`config.mk`:
```
export PLATFORM = sky130hd
export DESIGN_NAME = seq_alu
export DESIGN_NICKNAME = d
export VERILOG_FILES = /design/src/rtl/seq_alu.sv
export SDC_FILE = /design/constraint.sdc
export NUM_CORES = 1
export LEC_CHECK = 0
export CORE_MARGIN = 2
export CORE_UTILIZATION = 44
export DETAILED_ROUTE_END_ITERATION = 16
export GPL_TIMING_DRIVEN = 0
export PLACE_DENSITY = 0.6
export SYNTH_ARGS = -nofsm -noshare
export SYNTH_HDL_FRONTEND = slang
export SYNTH_SLANG_ARGS = --single-unit
```
`constraint.sdc`:
```
create_clock -name clk -period 4.7 [get_ports clk]
set_input_delay 0.47 -clock clk [delete_from_list [all_inputs] [get_ports clk]]
set_output_delay 0.47 -clock clk [all_outputs]
set_load 0.02 [all_outputs]
```
`src/rtl/seq_alu.sv`:
```
// Sequential ALU: registered single-cycle base ops plus iterative MUL/DIVU/REMU behind valid/ready.
// Define SEQ_ALU_DIV_EN to build the divider; otherwise modes 10/11 complete at once as illegal.

package seq_alu_pkg;
  typedef enum logic [3:0] {
    AluAnd  = 4'd0,
    AluOr   = 4'd1,
    AluXor  = 4'd2,
    AluSll  = 4'd3,
    AluSrl  = 4'd4,
    AluSra  = 4'd5,
    AluAdd  = 4'd6,
    AluSub  = 4'd7,
    AluSlt  = 4'd8,
    AluSltu = 4'd9
  } alu_control_t;
endpackage

module seq_alu
  import seq_alu_pkg::*;
#(
  parameter int unsigned N = 32
) (
  input  logic         clk,
  input  logic         rst,
  input  logic         in_valid,
  output logic         in_ready,
  input  logic [N-1:0] a,
  input  logic [N-1:0] b,
  input  alu_control_t control,
  input  logic [1:0]   mode,
  output logic         out_valid,
  input  logic         out_ready,
  output logic [N-1:0] result,
  output logic         overflow,
  output logic         zero,
  output logic         equal,
  output logic         illegal
);

  localparam int unsigned ShW  = $clog2(N);
  localparam int unsigned CntW = $clog2(N) + 1;

  typedef enum logic [1:0] {StIdle, StBusy, StDone} state_e;

  state_e state_q, state_d;

  logic [N-1:0]    result_q, hi_q, lo_q, a_q;
  logic            overflow_q, zero_q, equal_q, illegal_q;
  logic [CntW-1:0] cnt_q;
`ifdef SEQ_ALU_DIV_EN
  logic [N-1:0]    b_q;
  logic [1:0]      mode_q;
  logic [N:0]      div_shift, div_diff;
  logic            div_ge;
`endif

  logic            accept, is_multi, busy_last;
  logic [N-1:0]    base_res, add_res, sub_res;
  logic            base_ovf;
  logic [ShW-1:0]  shamt;
  logic [N:0]      mul_sum, mul_step;

  assign accept    = in_valid && in_ready;
  assign busy_last = (cnt_q == CntW'(N));
`ifdef SEQ_ALU_DIV_EN
  assign is_multi  = (mode != 2'b00);
`else
  assign is_multi  = (mode == 2'b01);
`endif

  // State register
  always_ff @(posedge clk) begin
    if (rst) state_q <= StIdle;
    else     state_q <= state_d;
  end

  // Next-state logic
  always_comb begin
    state_d = state_q;
    unique case (state_q)
      StIdle: if (accept) state_d = is_multi ? StBusy : StDone;
      StBusy: if (busy_last) state_d = StDone;
      StDone: begin
        if (accept)         state_d = is_multi ? StBusy : StDone;
        else if (out_ready) state_d = StIdle;
      end
      default: state_d = StIdle;
    endcase
  end

  // Output logic
  always_comb begin
    in_ready  = !rst && (state_q == StIdle || (state_q == StDone && out_ready));
    out_valid = (state_q == StDone);
    result    = result_q;
    overflow  = overflow_q;
    zero      = zero_q;
    equal     = equal_q;
    illegal   = illegal_q;
  end

  // Single-cycle operation set, evaluated on the live inputs at the accept edge
  always_comb begin
    add_res  = a + b;
    sub_res  = a - b;
    shamt    = b[ShW-1:0];
    base_res = '0;
    base_ovf = 1'b0;
    case (control)
      AluAnd:  base_res = a & b;
      AluOr:   base_res = a | b;
      AluXor:  base_res = a ^ b;
      AluSll:  base_res = a << shamt;
      AluSrl:  base_res = a >> shamt;
      AluSra:  base_res = $signed(a) >>> shamt;
      AluAdd: begin
        base_res = add_res;
        base_ovf = (a[N-1] == b[N-1]) && (add_res[N-1] != a[N-1]);
      end
      AluSub: begin
        base_res = sub_res;
        base_ovf = (a[N-1] != b[N-1]) && (sub_res[N-1] != a[N-1]);
      end
      AluSlt:  base_res = N'($signed(a) < $signed(b));
      AluSltu: base_res = N'(a < b);
      default: base_res = '0;
    endcase
  end

  // Shift-add step: hi accumulates, lo holds the remaining multiplier bits
  assign mul_sum  = {1'b0, hi_q} + {1'b0, a_q};
  assign mul_step = lo_q[0] ? mul_sum : {1'b0, hi_q};

`ifdef SEQ_ALU_DIV_EN
  // Restoring step: hi is the partial remainder, lo shifts dividend out and quotient in
  assign div_shift = {hi_q, lo_q[N-1]};
  assign div_ge    = (div_shift >= {1'b0, b_q});
  assign div_diff  = div_shift - {1'b0, b_q};
`endif

  always_ff @(posedge clk) begin
    if (rst) begin
      result_q   <= '0;
      overflow_q <= 1'b0;
      zero_q     <= 1'b0;
      equal_q    <= 1'b0;
      illegal_q  <= 1'b0;
      cnt_q      <= '0;
      hi_q       <= '0;
      lo_q       <= '0;
      a_q        <= '0;
`ifdef SEQ_ALU_DIV_EN
      b_q        <= '0;
      mode_q     <= 2'b00;
`endif
    end else if (accept) begin
      equal_q <= (a == b);
      cnt_q   <= '0;
`ifdef SEQ_ALU_DIV_EN
      mode_q  <= mode;
`endif
      case (mode)
        2'b00: begin
          result_q   <= base_res;
          overflow_q <= base_ovf;
          zero_q     <= (base_res == '0);
          illegal_q  <= 1'b0;
        end
        2'b01: begin
          a_q  <= a;
          hi_q <= '0;
          lo_q <= b;
        end
        default: begin
`ifdef SEQ_ALU_DIV_EN
          b_q  <= b;
          hi_q <= '0;
          lo_q <= a;
`else
          result_q   <= '0;
          overflow_q <= 1'b0;
          zero_q     <= 1'b1;
          illegal_q  <= 1'b1;
`endif
        end
      endcase
    end else if (state_q == StBusy) begin
      if (busy_last) begin
        illegal_q <= 1'b0;
`ifdef SEQ_ALU_DIV_EN
        if (mode_q != 2'b01) begin
          result_q   <= (mode_q == 2'b10) ? lo_q : hi_q;
          overflow_q <= 1'b0;
          zero_q     <= (((mode_q == 2'b10) ? lo_q : hi_q) == '0);
        end else
`endif
        begin
          result_q   <= lo_q;
          overflow_q <= (hi_q != '0);
          zero_q     <= (lo_q == '0);
        end
      end else begin
        cnt_q <= cnt_q + CntW'(1);
`ifdef SEQ_ALU_DIV_EN
        if (mode_q != 2'b01) begin
          hi_q <= div_ge ? div_diff[N-1:0] : div_shift[N-1:0];
          lo_q <= {lo_q[N-2:0], div_ge};
        end else
`endif
        begin
          hi_q <= mul_step[N:1];
          lo_q <= {mul_step[0], lo_q[N-1:1]};
        end
      end
    end
  end

endmodule

```
* After elaboration in Yosys (flattened, before gate mapping)
Cells that the tools add are included.
** Word-level totals
- Bits in registers :: 140
- Logic and storage cells :: 101
** Operators by class
- Add/sub/neg operators :: 4
- $lt $le $gt $ge :: 2
- Equal/unequal tests :: 24
- Shifts and indexed selects :: 3
- Mux-type cells :: 33
- Bitwise operators :: 4
- Reduce and logical (&&, ||, !) cells :: 21
** Operators by type and width (count)
- $mux 32 :: 11
- $pmux 32 s10 :: 1
- $logic_not 32->1 :: 2
- $lt 32x32->1 :: 2
- $pmux 32 s2 :: 1
- $add 32x32->33 :: 1
- $mux 33 :: 1
- $add 32x32->32 :: 1
- $and 32x32->32 :: 1
- $eq 32x32->1 :: 1
- $or 32x32->32 :: 1
- $reduce_bool 32->1 :: 1
- $shl 32x5->32 :: 1
- $shr 32x5->32 :: 1
- $sshr 32x5->32 :: 1
- $sub 32x32->32 :: 1
- $xor 32x32->32 :: 1
- $eq 4x3->1 const B :: 4
- $mux 2 :: 5
- $mux 1 :: 9
- $reduce_and 3->1 :: 3
- $eq 4x2->1 const B :: 2
- $eq 4x4->1 const B :: 2
- $ne 2x2->1 const B :: 4
- 20 further kinds :: 33

* Logic depth before layout (Yosys ltp)
- Depth after elaboration :: 7
- Depth in mapped cells :: 17

* Least setup slack after synthesis
No wires, ideal clock.
- Path kind :: input to register
- Start point :: input b[3]
- End point :: register zero_q (netlist: zero)
- Setup time :: 0.084 ns
- Arrival :: 4.229 ns
- Setup slack :: 0.387 ns
- Stages :: 17
- Path buffers :: 4
- Cell sequence :: clkbuf_1 -> inv_2 -> clkbuf_1 -> clkbuf_1 -> ha_1 -> clkbuf_1 -> a21oi_1 -> a21o_1 -> a211o_1 -> a21oi_1 -> o221ai_1 -> a221o_1 -> a211o_1 -> a211o_1 -> nor4_1 -> nand4_1 -> o31ai_2
** Between the ends
- Word-level cells in the longest chain between the ends :: 5
- Elaborated cells on any way between the ends :: 14
** RTL lines
- start, declared :: RTL line 29 : input logic [N-1:0] b,
- $sub 32x32->32 (tied with other cells) :: RTL line 106 : sub_res = a - b;
- $pmux 32 s10 (*) :: RTL line 110 : case (control)
- $logic_not 32->1 (*) :: RTL line 167 : zero_q <= (base_res == '0);
- $pmux 1 s2 (*) :: RTL line 163 : case (mode)
- $mux 1 (*) :: RTL line 157 : end else if (accept) begin
- end signal, assigned :: RTL line 167
- end signal, assigned :: RTL line 201 : zero_q <= (lo_q == '0);
- end, declared :: RTL line 49 : logic overflow_q, zero_q, equal_q, illegal_q;
Every way passes the cells marked *; elsewhere a longest branch is shown, timed or not.
A chain may end at the register's enable or synchronous reset.

* Worst setup path after layout
- Start point :: input b[2]
- End point :: register zero_q (netlist: zero)
Same word-level chain as after synthesis.

==> flow_metrics.tcl <==
set metrics [dict create \
    status "complete, but fails checks" \
    violations "capacitance limit, slew limit" \
    drc 0 \
    start_kind "input port" \
    wl_per_cell_um 30.3 \
    synth_flop_cell "dfxtp_1" \
    syn_inst 2383 \
    seq_area_um2 2800 \
    min_period_ps 4650 \
    num-fill-cells 3879 \
    first_global_vias 19800 \
    grt_pass1_wl_um 134000 \
    synthTopCellsByArea "dfxtp_1 (16%), ha_1 (9.6%), nand2_1 (7.0%)" \
    end_kind "flop" \
    grt_use_total 0.440 \
    syn_avg_cell_area_um2 7.33 \
    maxSlewHeadroom -0.0346 \
    clock_path_buffers 2 \
    dp_cells 3010 \
    synth_most_common_cell "nand2_1" \
    instances_no_fill 3054 \
    fin_util 0.525 \
    start_util 0.449 \
    fmax_mhz 215 \
    setup_viol 0 \
    cts_made_buffers 17 \
    p_leak_nw 7.78 \
    port_buffers 109 \
    hold_path_class "reg2reg" \
    place.gp.congestion 1.13 \
    synthArstFlopShare 0 \
    die_w_um 203 \
    multi_input_area_um2 13900 \
    io_pins 112 \
    cts-root-buf "clkbuf_16" \
    ys_top_cells_by_count "nand2_1 (324), nor2_1 (237), a21oi_1 (174)" \
    drt_pre_antenna_iters 9 \
    worst_pin_slew_ps 1540 \
    wl_um 92600 \
    synth_nets 2594 \
    netlist.area_leader.share 0.161 \
    critPathKind "in2reg" \
    area_growth_pct 17.1 \
    period_share 0.990 \
    maxCapViolations 1 \
    drive_above_1_share 0.113 \
    htree_levels 4 \
    rows 72 \
    drt_iter0_markers 3330 \
    dp_hpwl_um 73900 \
    yosysSeqAreaShare 0.161 \
    cts_tree "done" \
    hold_viol 0 \
    core_area_um2 38900 \
    vdd_drop_max_v 0.000233 \
    dieArea_um2 41300 \
    die_h_um 203 \
    nNetsFinal 2731 \
    crit_fanout 10 \
    clkSinkCount 140 \
    worstPathRequired_ps 5080 \
    power.density_nw_per_um2 224 \
    synth-edff-count 0 \
    finalMaxSlewViolations 9 \
    ys_ff_latch 140 \
    grt-ovfl-total 0 \
    insertion_delay_ps 470 \
    path_clk_slew_ps 60 \
    synth.distinct_cells 86 \
    grt_max_degree 17 \
    yosysTopAreaCell "dfxtp_1" \
    yosysWarnings 0 \
    hold_buffers 0 \
    vias 21100 \
    avgViaCountPerCell 6.90 \
    netlist_area_um2 17500 \
    power.total_mw 4.58 \
    antenna_left 0 \
    antenna_found_initial 5 \
    fin_worst_skew_ps 16.0 \
    crit_arrival_ps 5030 \
]
## layout make-up
type	count	share of cell area
diodes	3	0.000367
plain buffers	187	0.0442
clock buffers	18	0.0215
clock inverters	14	0.00722
inverters	120	0.0228
multi-input cells	1931	0.678
flip-flops and latches	140	0.137
well taps	518	0.0317
repair buffers	123	0.0576
## cell families after synthesis
| family | count (synthesis) | synth area share |
|---|---|---|
| DFF | 140 | 0.161 |
| xor gates and xnor gates | 35 | 0.0176 |
| and+or+nand+nor | 870 | 0.227 |
| AOI/OAI and AO/OA | 730 | 0.286 |
| adders and majority gates | 137 | 0.0995 |
| muxes | 159 | 0.138 |
| buffers and inverters | 312 | 0.0718 |
## placed cells by master, fill, tap and decap left out, types with 13 or more instances in the layout
cell type        instances
a211oi_1                36
a21o_1                  26
a21oi_1                171
a22oi_1                 29
a311oi_1                58
a31oi_1                 35
and2_1                  13
and3_1                  21
buf_2                   15
buf_4                   21
clkbuf_1               116
clkbuf_16               17
clkbuf_2                29
clkdlybuf4s50_1         94
dfxtp_1                140
ha_1                   130
inv_1                  114
mux2_2                  28
mux2i_1                 70
mux4_2                  49
nand2_1                324
nand2b_1                24
nand3_1                 40
nand4_1                 23
nor2_1                 234
nor2b_1                 28
nor3_1                  61
nor4_1                  22
o211ai_1                36
o21a_1                  14
o21ai_0                113
o21bai_1                16
o22ai_1                 14
o31ai_1                 13
or2_2                   13
or3_1                   15
xnor2_1                 26
## state kept, by name, indices dropped and copies added, names as in the netlist
register,flops
a_q,32
zero,1
illegal,1
cnt_q,6
lo_q,32
state_q,2
result,32
equal,1
overflow,1
hi_q,32
## critical path: stages
cell	delay [ps]
clkdlybuf4s50_1	520
buf_6	190
buf_4	250
buf_2	300
mux4_2	390
mux2i_2	340
o221ai_1	280
mux2i_1	340
o311a_1	390
nand4_1	140
or4_4	550
nor4_4	370
nand4_1	200
o31ai_2	250
## metal layers
| metal | routed length [um] | vias to the layer above | track usage |
|---|---|---|---|
| met1 | 35600 | 10100 | 0.560 |
| met3 | 10500 | 348 | 0.100 |
| met4 | 7470 | 2 | 0.302 |
| li1 | - | 9140 | - |
| met2 | 38900 | 1502 | 0.662 |
| met5 | 10 | - | 0 |
## path summary, 6_finish.rpt
check                              from       end  slack [ps]  cells after the start
worst max register to register  hi_q[0]  hi_q[31]         440                     14
worst max-delay path               b[2]      zero          50                     14
worst min-delay path            a_q[12]   a_q[12]         460                      2
worst min register to register  a_q[12]   a_q[12]         460                      2
## power breakdown
group | leakage [nW] | internal, mW | switching [mW]
sequential | 1.14 | 1.23 | 0.0284
combinational | 6.35 | 0.653 | 1.28
clock | 0.291 | 0.763 | 0.624
## timing repair
item	in CTS	in global routing
resized for setup	110	100
buffers inserted	4	10
pin swaps	5	16
endpoints found under the setup margin	28	5
## metrics by stage
step           TNS (ps)  setup WS, ps  cell area [um^2]  hold WS (ps)
6_report              0          46.6             20500           461
5_1_grt          -0.915        -0.915             20400           483
4_1_cts           -17.6         -17.6             20200           462
3_5_place_dp     -31110         -2290             19200           453
3_3_place_gp     -30620         -2290             19200           449
2_1_floorplan         0           387             17500           440
Power figures use the tool's default switching activity.
